### src/rtl/axi_lite_regfile.sv
// AXI4-Lite slave exposing NUM_REGS DATA_WIDTH-bit registers with byte strobes.
// Independent one-entry AW/W buffers, a single outstanding B and R response each.
module axi_lite_regfile #(
  parameter int ADDR_WIDTH = 32,
  parameter int DATA_WIDTH = 32,
  parameter int NUM_REGS   = 8
) (
  input  logic                           clk,
  input  logic                           rst_n,
  input  logic [ADDR_WIDTH-1:0]          aw_addr,
  input  logic                           aw_valid,
  output logic                           aw_ready,
  input  logic [DATA_WIDTH-1:0]          w_data,
  input  logic [DATA_WIDTH/8-1:0]        w_strb,
  input  logic                           w_valid,
  output logic                           w_ready,
  output logic [1:0]                     b_resp,
  output logic                           b_valid,
  input  logic                           b_ready,
  input  logic [ADDR_WIDTH-1:0]          ar_addr,
  input  logic                           ar_valid,
  output logic                           ar_ready,
  output logic [DATA_WIDTH-1:0]          r_data,
  output logic [1:0]                     r_resp,
  output logic                           r_valid,
  input  logic                           r_ready,
  output logic [NUM_REGS*DATA_WIDTH-1:0] regs_o
);

  localparam int STRB_WIDTH = DATA_WIDTH / 8;
  localparam int ADDR_LSB   = $clog2(STRB_WIDTH);
  localparam int IDX_WIDTH  = $clog2(NUM_REGS);
  localparam logic [ADDR_WIDTH-1:0] ADDR_LIMIT = ADDR_WIDTH'(NUM_REGS * STRB_WIDTH);

  typedef enum logic [1:0] {
    RESP_OKAY   = 2'b00,
    RESP_SLVERR = 2'b10
  } resp_e;

  logic [DATA_WIDTH-1:0] regs [NUM_REGS];

  logic                  aw_full;
  logic [ADDR_WIDTH-1:0] aw_addr_q;
  logic                  w_full;
  logic [DATA_WIDTH-1:0] w_data_q;
  logic [STRB_WIDTH-1:0] w_strb_q;

  logic                 aw_hs, w_hs, ar_hs, commit;
  logic                 wr_in_range, rd_in_range;
  logic [IDX_WIDTH-1:0] wr_idx, rd_idx;

  assign aw_ready = rst_n & ~aw_full;
  assign w_ready  = rst_n & ~w_full;
  assign ar_ready = rst_n & ~r_valid;

  assign aw_hs  = aw_valid & aw_ready;
  assign w_hs   = w_valid & w_ready;
  assign ar_hs  = ar_valid & ar_ready;
  // A pending response blocks the next commit so b_resp never changes under the master.
  assign commit = aw_full & w_full & ~b_valid;

  assign wr_in_range = aw_addr_q < ADDR_LIMIT;
  assign rd_in_range = ar_addr < ADDR_LIMIT;
  assign wr_idx      = aw_addr_q[ADDR_LSB +: IDX_WIDTH];
  assign rd_idx      = ar_addr[ADDR_LSB +: IDX_WIDTH];

  // NOTE: all state below uses non-blocking assignments so every flop samples
  // pre-edge values; this is also what makes a same-edge read return the old data.
  always_ff @(posedge clk) begin
    if (!rst_n) begin
      aw_full   <= 1'b0;
      aw_addr_q <= '0;
      w_full    <= 1'b0;
      w_data_q  <= '0;
      w_strb_q  <= '0;
      b_valid   <= 1'b0;
      b_resp    <= RESP_OKAY;
    end else begin
      if (aw_hs) begin
        aw_full   <= 1'b1;
        aw_addr_q <= aw_addr;
      end else if (commit) begin
        aw_full <= 1'b0;
      end

      if (w_hs) begin
        w_full   <= 1'b1;
        w_data_q <= w_data;
        w_strb_q <= w_strb;
      end else if (commit) begin
        w_full <= 1'b0;
      end

      if (commit) begin
        b_valid <= 1'b1;
        b_resp  <= wr_in_range ? RESP_OKAY : RESP_SLVERR;
      end else if (b_ready) begin
        b_valid <= 1'b0;
      end
    end
  end

  // NOTE: the register array is reset explicitly, so it maps to flops rather
  // than a RAM macro; software relies on every register reading 0 after reset.
  always_ff @(posedge clk) begin
    if (!rst_n) begin
      for (int i = 0; i < NUM_REGS; i++) regs[i] <= '0;
    end else if (commit && wr_in_range) begin
      for (int b = 0; b < STRB_WIDTH; b++) begin
        if (w_strb_q[b]) regs[wr_idx][8*b +: 8] <= w_data_q[8*b +: 8];
      end
    end
  end

  always_ff @(posedge clk) begin
    if (!rst_n) begin
      r_valid <= 1'b0;
      r_data  <= '0;
      r_resp  <= RESP_OKAY;
    end else if (ar_hs) begin
      r_valid <= 1'b1;
      r_data  <= rd_in_range ? regs[rd_idx] : '0;
      r_resp  <= rd_in_range ? RESP_OKAY : RESP_SLVERR;
    end else if (r_ready) begin
      r_valid <= 1'b0;
    end
  end

  for (genvar g = 0; g < NUM_REGS; g++) begin : g_regs_o
    assign regs_o[g*DATA_WIDTH +: DATA_WIDTH] = regs[g];
  end

endmodule

### config.mk
export PLATFORM = sky130hd
export DESIGN_NAME = axi_lite_regfile
export DESIGN_NICKNAME = d
export VERILOG_FILES = /design/src/rtl/axi_lite_regfile.sv
export SDC_FILE = /design/constraint.sdc
export NUM_CORES = 1
export LEC_CHECK = 0
export ABC_AREA = 1
export BUFFER_PORTS_ARGS = -buffer_cell sky130_fd_sc_hd__buf_2
export CAP_MARGIN = 20
export CORE_MARGIN = 3
export CORE_UTILIZATION = 50
export CTS_BUF_LIST = sky130_fd_sc_hd__clkbuf_4 sky130_fd_sc_hd__clkbuf_8 sky130_fd_sc_hd__clkbuf_16
export DETAILED_ROUTE_END_ITERATION = 16
export PLACE_DENSITY = 0.76
export SLEW_MARGIN = 10
export SYNTH_ARGS = -nofsm -noshare
export SYNTH_HDL_FRONTEND = slang
export SYNTH_SLANG_ARGS = --single-unit
### constraint.sdc
create_clock -name clk -period 6.3 [get_ports clk]
set_clock_uncertainty 0.2 [all_clocks]
set_input_delay 0.63 -clock clk [delete_from_list [all_inputs] [get_ports clk]]
set_output_delay 0.63 -clock clk [all_outputs]
set_load 0.05 [all_outputs]
# Yosys cells after proc, flatten, opt, wreduce, memory -nomap -nowiden
# Memories as Yosys holds them, arrays and structs flattened.
# Cells that the tools add are included.
# totals
ff_bits	108
ramBits	256
in_bits	107
out_inout_bits	297
elab_cells	61
mem_count	1
# memory_table
memory	words	word_bits	rd	rd_clocked_by_memory_dff	write_ports	line_no	source
regs	8	32	9	0	8	40	logic [DATA_WIDTH-1:0] regs [NUM_REGS];
# op_classes
n_lt_le_gt_ge	2
mux	30
bitwise_logic	12
reduce_logical	6
# ops
operator	n
$lt A32 B6 Y1 const B	2
$mux W32	2
$reduce_or A32 Y1	1
$mux W1	24
$and A1 B1 Y1	8
$reduce_bool A2 Y1	4
$mux W2	2
$mux W4	1
$not A1 Y1	4
$mux W3	1
$logic_and A1 B1 Y1	1

# Depth between registers and ports, before layout
# Gate-level depths: netlist of the first run.
# depth
word_depth	8
depth_mapped	9
depth_no_buf	7

# Worst setup path before layout of the first run
# OpenSTA, ideal clock, no wires.
# synth_timing
kind	input port to flip-flop
from	in rst_n
to	reg w_data_q[14]
setup_ps	128
arrival_ps	2242
slack_ps	3730
path_stages	8
n_path_buf	3
path_cell_list	buf_4 > inv_2 > nor2_1 > nand2_1 > clkbuf_1 > clkbuf_1 > o21ai_0 > a21oi_1
# synth_between
elab_chain_len	2
# synth_rtl
element	line_no	source
start, declared	9	input logic rst_n,
$and A1 B1 Y1	53	assign w_ready = rst_n & ~w_full;
net w_ready	16	output logic w_ready,
$and A1 B1 Y1	57	assign w_hs = w_valid & w_ready;
end signal, assigned	88	w_data_q <= w_data;
end, declared	45	logic [DATA_WIDTH-1:0] w_data_q;
# The timed path passes the listed nets, and every way through them passes these cells.
# A chain may end at the register's enable or synchronous reset.

==> results.sh, run 1 <==
export IMPL_critical_path_reg2reg_startpoint="aw_addr_q[19]"
export IMPL_most_used_cells_in_the_layout_excluding_fill_and_tap_cells="sky130_fd_sc_hd__nor2_1 (537), sky130_fd_sc_hd__buf_2 (396), sky130_fd_sc_hd__edfxtp_1 (256)"
export IMPL_ys_types=28
export IMPL_detail_route_antenna_nets=0
export IMPL_slew_at_the_pin_closest_to_its_max_slew_limit_ns=1.13
export IMPL_post_cts_setup_buffers=0
export IMPL_drt_first_iter_violations=1472
export IMPL_min_delay_path_class="in2reg"
export IMPL_cts_num_sinks=360
export IMPL_netlist_top_cell_by_area="sky130_fd_sc_hd__edfxtp_1"
export IMPL_timing_setup_tns_ns=0
export IMPL_final_worst_path_cycle_share=0.527
export IMPL_grt_util_all_layers=0.284
export IMPL_global_placer_s_final_weighted_congestion=0.862
export IMPL_run_status="completed"
export IMPL_core_area_um2=30700
export IMPL_timing_final_crit_period_ns=3.32
export IMPL_dpl_hpwl_um=33700
export IMPL_synth_top_cell_area_share=0.492
export IMPL_groute_layer_met3_usage=0.0678
export IMPL_rsz0062_at_grt="false"
export IMPL_drive_gt1_frac=0.279
export IMPL_post_synth_inst_count=1628
export IMPL_num_io_pins=404
export IMPL_grt_max_degree=84
export IMPL_power_density_nw_per_um2=295
export IMPL_route_detailed_drc=0
export IMPL_globalRoute_busiestLayer="met2"
export IMPL_tritoncts="done"
export IMPL_timing_hold_worst_start="r_ready"
export IMPL_cts_resized=0
export IMPL_number_of_h_tree_branching_levels=2
export IMPL_synthesized_area_per_cell_um2=9.59
export IMPL_grt_pass1_vias=12570
export IMPL_dieWidth_um=183
export IMPL_area_of_the_die_um2=33400
export IMPL_critPathLaunchType="register"
export IMPL_groute_layer_met1_usage=0.379
export IMPL_portBuffers=397
export IMPL_critPathRequiredTime_ns=6.25
export IMPL_drt_wl_total_um=49500
export IMPL_final_common_cell="sky130_fd_sc_hd__nor2_1"
export IMPL_rows=64
export IMPL_placed_cell_area_um2=17900
export IMPL_area_growth_pct=22.7
export IMPL_synth_seq_cells=360
export IMPL_start_util=0.509
export IMPL_root_buffer="sky130_fd_sc_hd__clkbuf_16"
export IMPL_synth_top_cells_by_area="sky130_fd_sc_hd__edfxtp_1 (49%), sky130_fd_sc_hd__dfxtp_1 (13%), sky130_fd_sc_hd__nor2_1 (13%)"
export IMPL_worst_slew_margin_rel=0.242
export IMPL_clk_pin_slew_ns=0.06
export IMPL_clkLatencyLatePin_ns=0.52
export IMPL_via_count=13504
export IMPL_synthesis_area_um2=15600
export IMPL_gr_total_overflow=0
export IMPL_antenna_found_initial=4
export IMPL_nNetsFinal=2101
export IMPL_largest_fanout_on_the_critical_path=18
export IMPL_drt_first_pass_iters=8
export IMPL_seq_area_frac_synth=0.626
export IMPL_data_arrival_critical_path_ns=3.27
export IMPL_final_hold_viol_count=0
export IMPL_setup_worst_path_end_class="register"
export IMPL_yosysWarnings=0
export IMPL_route_detailed_vias_per_inst=5.58
export IMPL_hold_buffers=0
export IMPL_grt_first_pass_wirelength_um=72800
export IMPL_cts_max_path_buffers=3
export IMPL_fp_dieH_um=183
export IMPL_grtUsageMet2=0.459
export IMPL_fin_area_um2=19200
export IMPL_dp_slack_ns=2.93
export IMPL_max_cap_viol_count=0
export IMPL_worst_ir_drop_vdd_v=0.000209
export IMPL_max_freq_mhz=301
export IMPL_post_route_worst_setup_slack_ns=2.98
export IMPL_cts_buffers_inserted=38
export IMPL_critPathLaunch="aw_addr_q[19]"
export IMPL_setup_worst_path_class="reg2reg"
export IMPL_timing_max_transition_violations_final=0
export IMPL_wire_per_inst_um=20.4
export IMPL_power_leakage_uw=0.00775
export IMPL_final_setup_viol_count=0
metal layers:
metal	wire length (um)	up-vias
met4	1490	4
met5	27	-
met2	23300	829
li1	-	6201
met1	19200	6343
met3	5500	127
cell families after synthesis:
kind of cell / count (synthesis) / synth area share
buffers and inverters: 154 / 0.0413
other: 1 / 0.000240
AND/OR/NAND/NOR: 886 / 0.256
AO/OA/AOI/OAI: 227 / 0.0764
flip-flops: 360 / 0.626
layout make-up:
type	instances	area [um^2]
clock inverter	10	72.6
inverter	67	265
clock buffer	60	1230
fill	2538	11500
tap	396	495
sequential	360	9770
timing repair buffer	412	2100
multi-input combinational	1115	5220
antenna	2	5.00
critical path, stage by stage, from the launching register on:
cell	delay (ns)
sky130_fd_sc_hd__dfxtp_1	0.30
sky130_fd_sc_hd__inv_1	0.07
sky130_fd_sc_hd__nand4_1	0.15
sky130_fd_sc_hd__nor2_1	0.12
sky130_fd_sc_hd__nand2_1	0.09
sky130_fd_sc_hd__nor2_4	0.70
sky130_fd_sc_hd__buf_4	0.50
sky130_fd_sc_hd__nand3_4	0.27
sky130_fd_sc_hd__nand2_1	0.52
stage by stage:
stage | utilization | std cells | hold WS [ns] | power, uW
2_1_floorplan | - | 1629 | 0.247 | 3190
3_3_place_gp | 0.582 | 2350 | 0.240 | 3390
3_5_place_dp | 0.582 | 2350 | 0.253 | 3400
4_1_cts | 0.625 | 2420 | 0.0767 | 5660
5_1_grt | 0.625 | 2422 | 0.0906 | 5830
6_report | 0.625 | 2422 | 0.103 | 5650
registers in the layout (all words and copies together) (netlist names), 4 cells and up:
name	flops
w_data_q	32
regs	256
w_strb_q	4
r_data	32
aw_addr_q	30
synthesized netlist by cell type, drive strengths merged:
| library cell | number |
|---|---|
| buf | 34 |
| inv | 34 |
| dfxtp | 104 |
| bufinv | 1 |
| clkbuf | 53 |
| nor3b | 1 |
| conb | 1 |
| o31ai | 23 |
| nand3 | 134 |
| a21oi | 65 |
| nand2 | 169 |
| o21ai | 139 |
| clkinv | 32 |
| or2 | 31 |
| nand4 | 4 |
| edfxtp | 256 |
| nor2 | 539 |
| nor3 | 8 |
path summary, 6_finish.rpt:
check	end	slack [ns]	cells after the start
min	r_valid	0.10	2
max	regs[6][12]	2.98	8
max reg2reg	regs[6][12]	2.98	8
min reg2reg	r_data[25]	0.26	2
where the power goes:
| group | switching, uW | internal, uW |
|---|---|---|
| logic | 531 | 149 |
| clock network | 908 | 1380 |
| registers | 54.2 | 2620 |
(Power assumes the default switching activity.)
==> run 2, diff against run 1 <==
ABC_AREA = 0   (was 1)
clock period = 3.3 ns   (was 6.3 ns; I/O delays follow)
==> results.sh, run 2 <==
export IMPL_yosysWarnings=0
export IMPL_portBuffers=397
export IMPL_largest_register_ffs=256
export IMPL_synth_top_flop_cell="sky130_fd_sc_hd__edfxtp_1"
export IMPL_nNetsFinal=1802
export IMPL_critical_path_reg2reg_startpoint="aw_addr_q[5]"
export IMPL_dieWidth_um=180
export IMPL_drive_gt1_frac=0.346
export IMPL_cts_max_path_buffers=3
export IMPL_num_antenna_cells=0
export IMPL_number_of_h_tree_branching_levels=2
export IMPL_via_count=11988
export IMPL_clock_power_share=0.408
export IMPL_tritoncts="done"
export IMPL_endpoint="regs[0][31]"
export IMPL_post_cts_setup_buffers=0
export IMPL_grt_max_degree=47
export IMPL_area_of_the_die_um2=32400
export IMPL_start_util=0.509
export IMPL_net_switching_power_uw=2710
export IMPL_met2_wirelength_um=24300
export IMPL_drt_first_pass_iters=5
export IMPL_drt_wl_total_um=48000
export IMPL_largest_fanout_on_the_critical_path=13
export IMPL_antenna_found_initial=0
export IMPL_final_hold_viol_count=0
export IMPL_fp_dieH_um=180
export IMPL_ys_types=37
export IMPL_fin_area_um2=19600
export IMPL_final_common_cell="sky130_fd_sc_hd__buf_2"
export IMPL_critPathLaunch="aw_addr_q[5]"
export IMPL_met3_length_um=4850
export IMPL_top_register="regs"
export IMPL_cts_resized=0
export IMPL_min_delay_path_class="in2reg"
export IMPL_synth_top_cells_by_area="sky130_fd_sc_hd__edfxtp_1 (51%), sky130_fd_sc_hd__dfxtp_1 (14%), sky130_fd_sc_hd__mux4_2 (9.5%)"
export IMPL_setup_worst_path_end_class="register"
export IMPL_critPathRequiredTime_ns=3.33
export IMPL_area_growth_pct=29.4
export IMPL_number_of_enable_type_register_cells_in_the_synthesized_netlist=256
export IMPL_post_route_util=0.658
export IMPL_power_density_nw_per_um2=549
export IMPL_synthesis_area_um2=15100
export IMPL_root_buffer="sky130_fd_sc_hd__clkbuf_16"
export IMPL_drt_first_iter_violations=1059
export IMPL_worst_ir_drop_vdd_v=0.000443
export IMPL_dp_slack_ns=0.568
export IMPL_most_used_cells_in_the_layout_excluding_fill_and_tap_cells="sky130_fd_sc_hd__buf_2 (395), sky130_fd_sc_hd__nor2_1 (261), sky130_fd_sc_hd__edfxtp_1 (256)"
export IMPL_placed_cell_area_um2=17500
export IMPL_num_io_pins=404
export IMPL_slew_at_the_pin_closest_to_its_max_slew_limit_ns=0.759
export IMPL_post_route_worst_setup_slack_ns=0.523
export IMPL_cts_num_sinks=360
export IMPL_route_detailed_vias_per_inst=5.67
export IMPL_top_regs="regs (256), r_data (32), w_data_q (32)"
export IMPL_clkLatencyLatePin_ns=0.53
export IMPL_synth_top_cell_area_share=0.509
export IMPL_final_worst_path_cycle_share=0.841
export IMPL_timing_setup_tns_ns=0
export IMPL_timing_final_crit_period_ns=2.78
export IMPL_route_detailed_drc=0
export IMPL_netlist_top_cell_by_area="sky130_fd_sc_hd__edfxtp_1"
export IMPL_non_filler_cells_final=2115
export IMPL_grt_util_all_layers=0.290
export IMPL_rows=63
export IMPL_setup_worst_path_class="reg2reg"
export IMPL_ff2ff_path_depth=5
export IMPL_global_placer_s_final_weighted_congestion=0.838
export IMPL_dpl_hpwl_um=31700
export IMPL_power_leakage_uw=0.00776
export IMPL_reg2reg_to="regs[0][31]"
export IMPL_grt_first_pass_wirelength_um=72300
export IMPL_fillerInstances=2169
export IMPL_gr_total_overflow=0
export IMPL_data_arrival_critical_path_ns=2.81
export IMPL_core_area_um2=29700
export IMPL_wire_per_inst_um=22.7
export IMPL_combPwrFrac=0.114
export IMPL_max_cap_viol_count=0
export IMPL_cell_internal_pwr_uw=8020
export IMPL_cts_buffers_inserted=38
export IMPL_seq_area_frac_synth=0.646
export IMPL_rsz0062_at_grt="false"
export IMPL_dr_max_layer_used="met4"
export IMPL_synthesized_area_per_cell_um2=12.4
export IMPL_grt_pass1_vias=12171
export IMPL_clk_pin_slew_ns=0.06
export IMPL_critPathLaunchType="register"
export IMPL_worst_slew_margin_rel=0.494
export IMPL_max_freq_mhz=360
export IMPL_timing_max_transition_violations_final=0
export IMPL_synth_seq_cells=360
export IMPL_seqPwrFrac=0.478
export IMPL_run_status="completed"
export IMPL_rrSetupSlack_ns=0.52
export IMPL_post_place_cells=1973
export IMPL_netSwitchingFraction=0.253
export IMPL_post_synth_inst_count=1221
export IMPL_most_used_standard_cells_in_the_synthesized_netlist="sky130_fd_sc_hd__nor2_1 (261), sky130_fd_sc_hd__edfxtp_1 (256), sky130_fd_sc_hd__nand2_1 (195)"
export IMPL_route_layer_met1_wl_um=17100
export IMPL_ffs_w_async_s_r_synth=0
export IMPL_detail_route_antenna_nets=0
export IMPL_final_setup_viol_count=0
export IMPL_post_synth_top_count_cell="sky130_fd_sc_hd__nor2_1"
run 2: layer usage:
metal  up-vias  global-route usage
li1       5291                   -
met4         0               0.107
met2       745               0.506
met5         -                   0
met1      5824               0.353
met3       128              0.0668
run 2: logic make-up (layout without fill, tap and decap cells):
| family | after synthesis | count (layout) | synth area share |
|---|---|---|---|
| multiplexers | 100 | 100 | 0.120 |
| AND/OR/NAND/NOR | 538 | 538 | 0.153 |
| buffers and inverters | 90 | 593 | 0.0313 |
| other | 1 | 2 | 0.000248 |
| AO/OA/AOI/OAI | 132 | 132 | 0.0495 |
| flip-flops | 360 | 360 | 0.646 |
run 2: final cells by class:
type	count	area (um^2)	area share
multi-input cells	772	4880	0.250
clock buffers	53	1080	0.0553
repair buffers	523	3130	0.160
well taps	390	488	0.0250
clock inverters	17	208	0.0106
flip-flops and latches	360	9770	0.500
run 2: what timing repair did:
action,in CTS,in global routing
endpoints found under the hold margin,70,0
hold buffers,72,0
setup endpoints to repair,0,0
run 2: critical path, stage by stage (launching register included):
cell	delay [ns]
sky130_fd_sc_hd__dfxtp_1	0.31
sky130_fd_sc_hd__nor4_1	0.31
sky130_fd_sc_hd__and4_2	0.55
sky130_fd_sc_hd__nand3_1	0.49
sky130_fd_sc_hd__o21ai_0	0.36
sky130_fd_sc_hd__buf_4	0.24
run 2: through the flow:
| step | hold slack (ns) | power (uW) |
|---|---|---|
| finish | 0.0205 | 10700 |
| detailed placement | 0.250 | 6360 |
| floorplan | 0.236 | 6000 |
| global route | 0.0441 | 11000 |
| global placement | 0.244 | 6340 |
| CTS | 0.00688 | 10700 |
run 2: worst min path at each step:
| stage | from | to | slack [ns] | depth (start not counted) |
|---|---|---|---|---|
| 2_1_floorplan | aw_addr_q[27] | aw_addr_q[27] | 0.24 | 2 |
| 3_3_place_gp | aw_addr_q[24] | aw_addr_q[24] | 0.24 | 2 |
| 3_5_place_dp | r_resp[1] | r_resp[1] | 0.25 | 2 |
| 4_1_cts | rst_n | b_resp[1] | 0.007 | 3 |
| 5_1_grt | rst_n | w_data_q[8] | 0.04 | 3 |
| 6_report | rst_n | b_resp[1] | 0.02 | 3 |
run 2: power by group through the flow:
stage,combinational (uW),clock (uW),sequential (uW)
floorplan,404,0,5600
global placement,1130,0,5210
detailed placement,1140,0,5210
CTS,1220,4400,5120
global route,1290,4590,5140
finish,1230,4380,5130
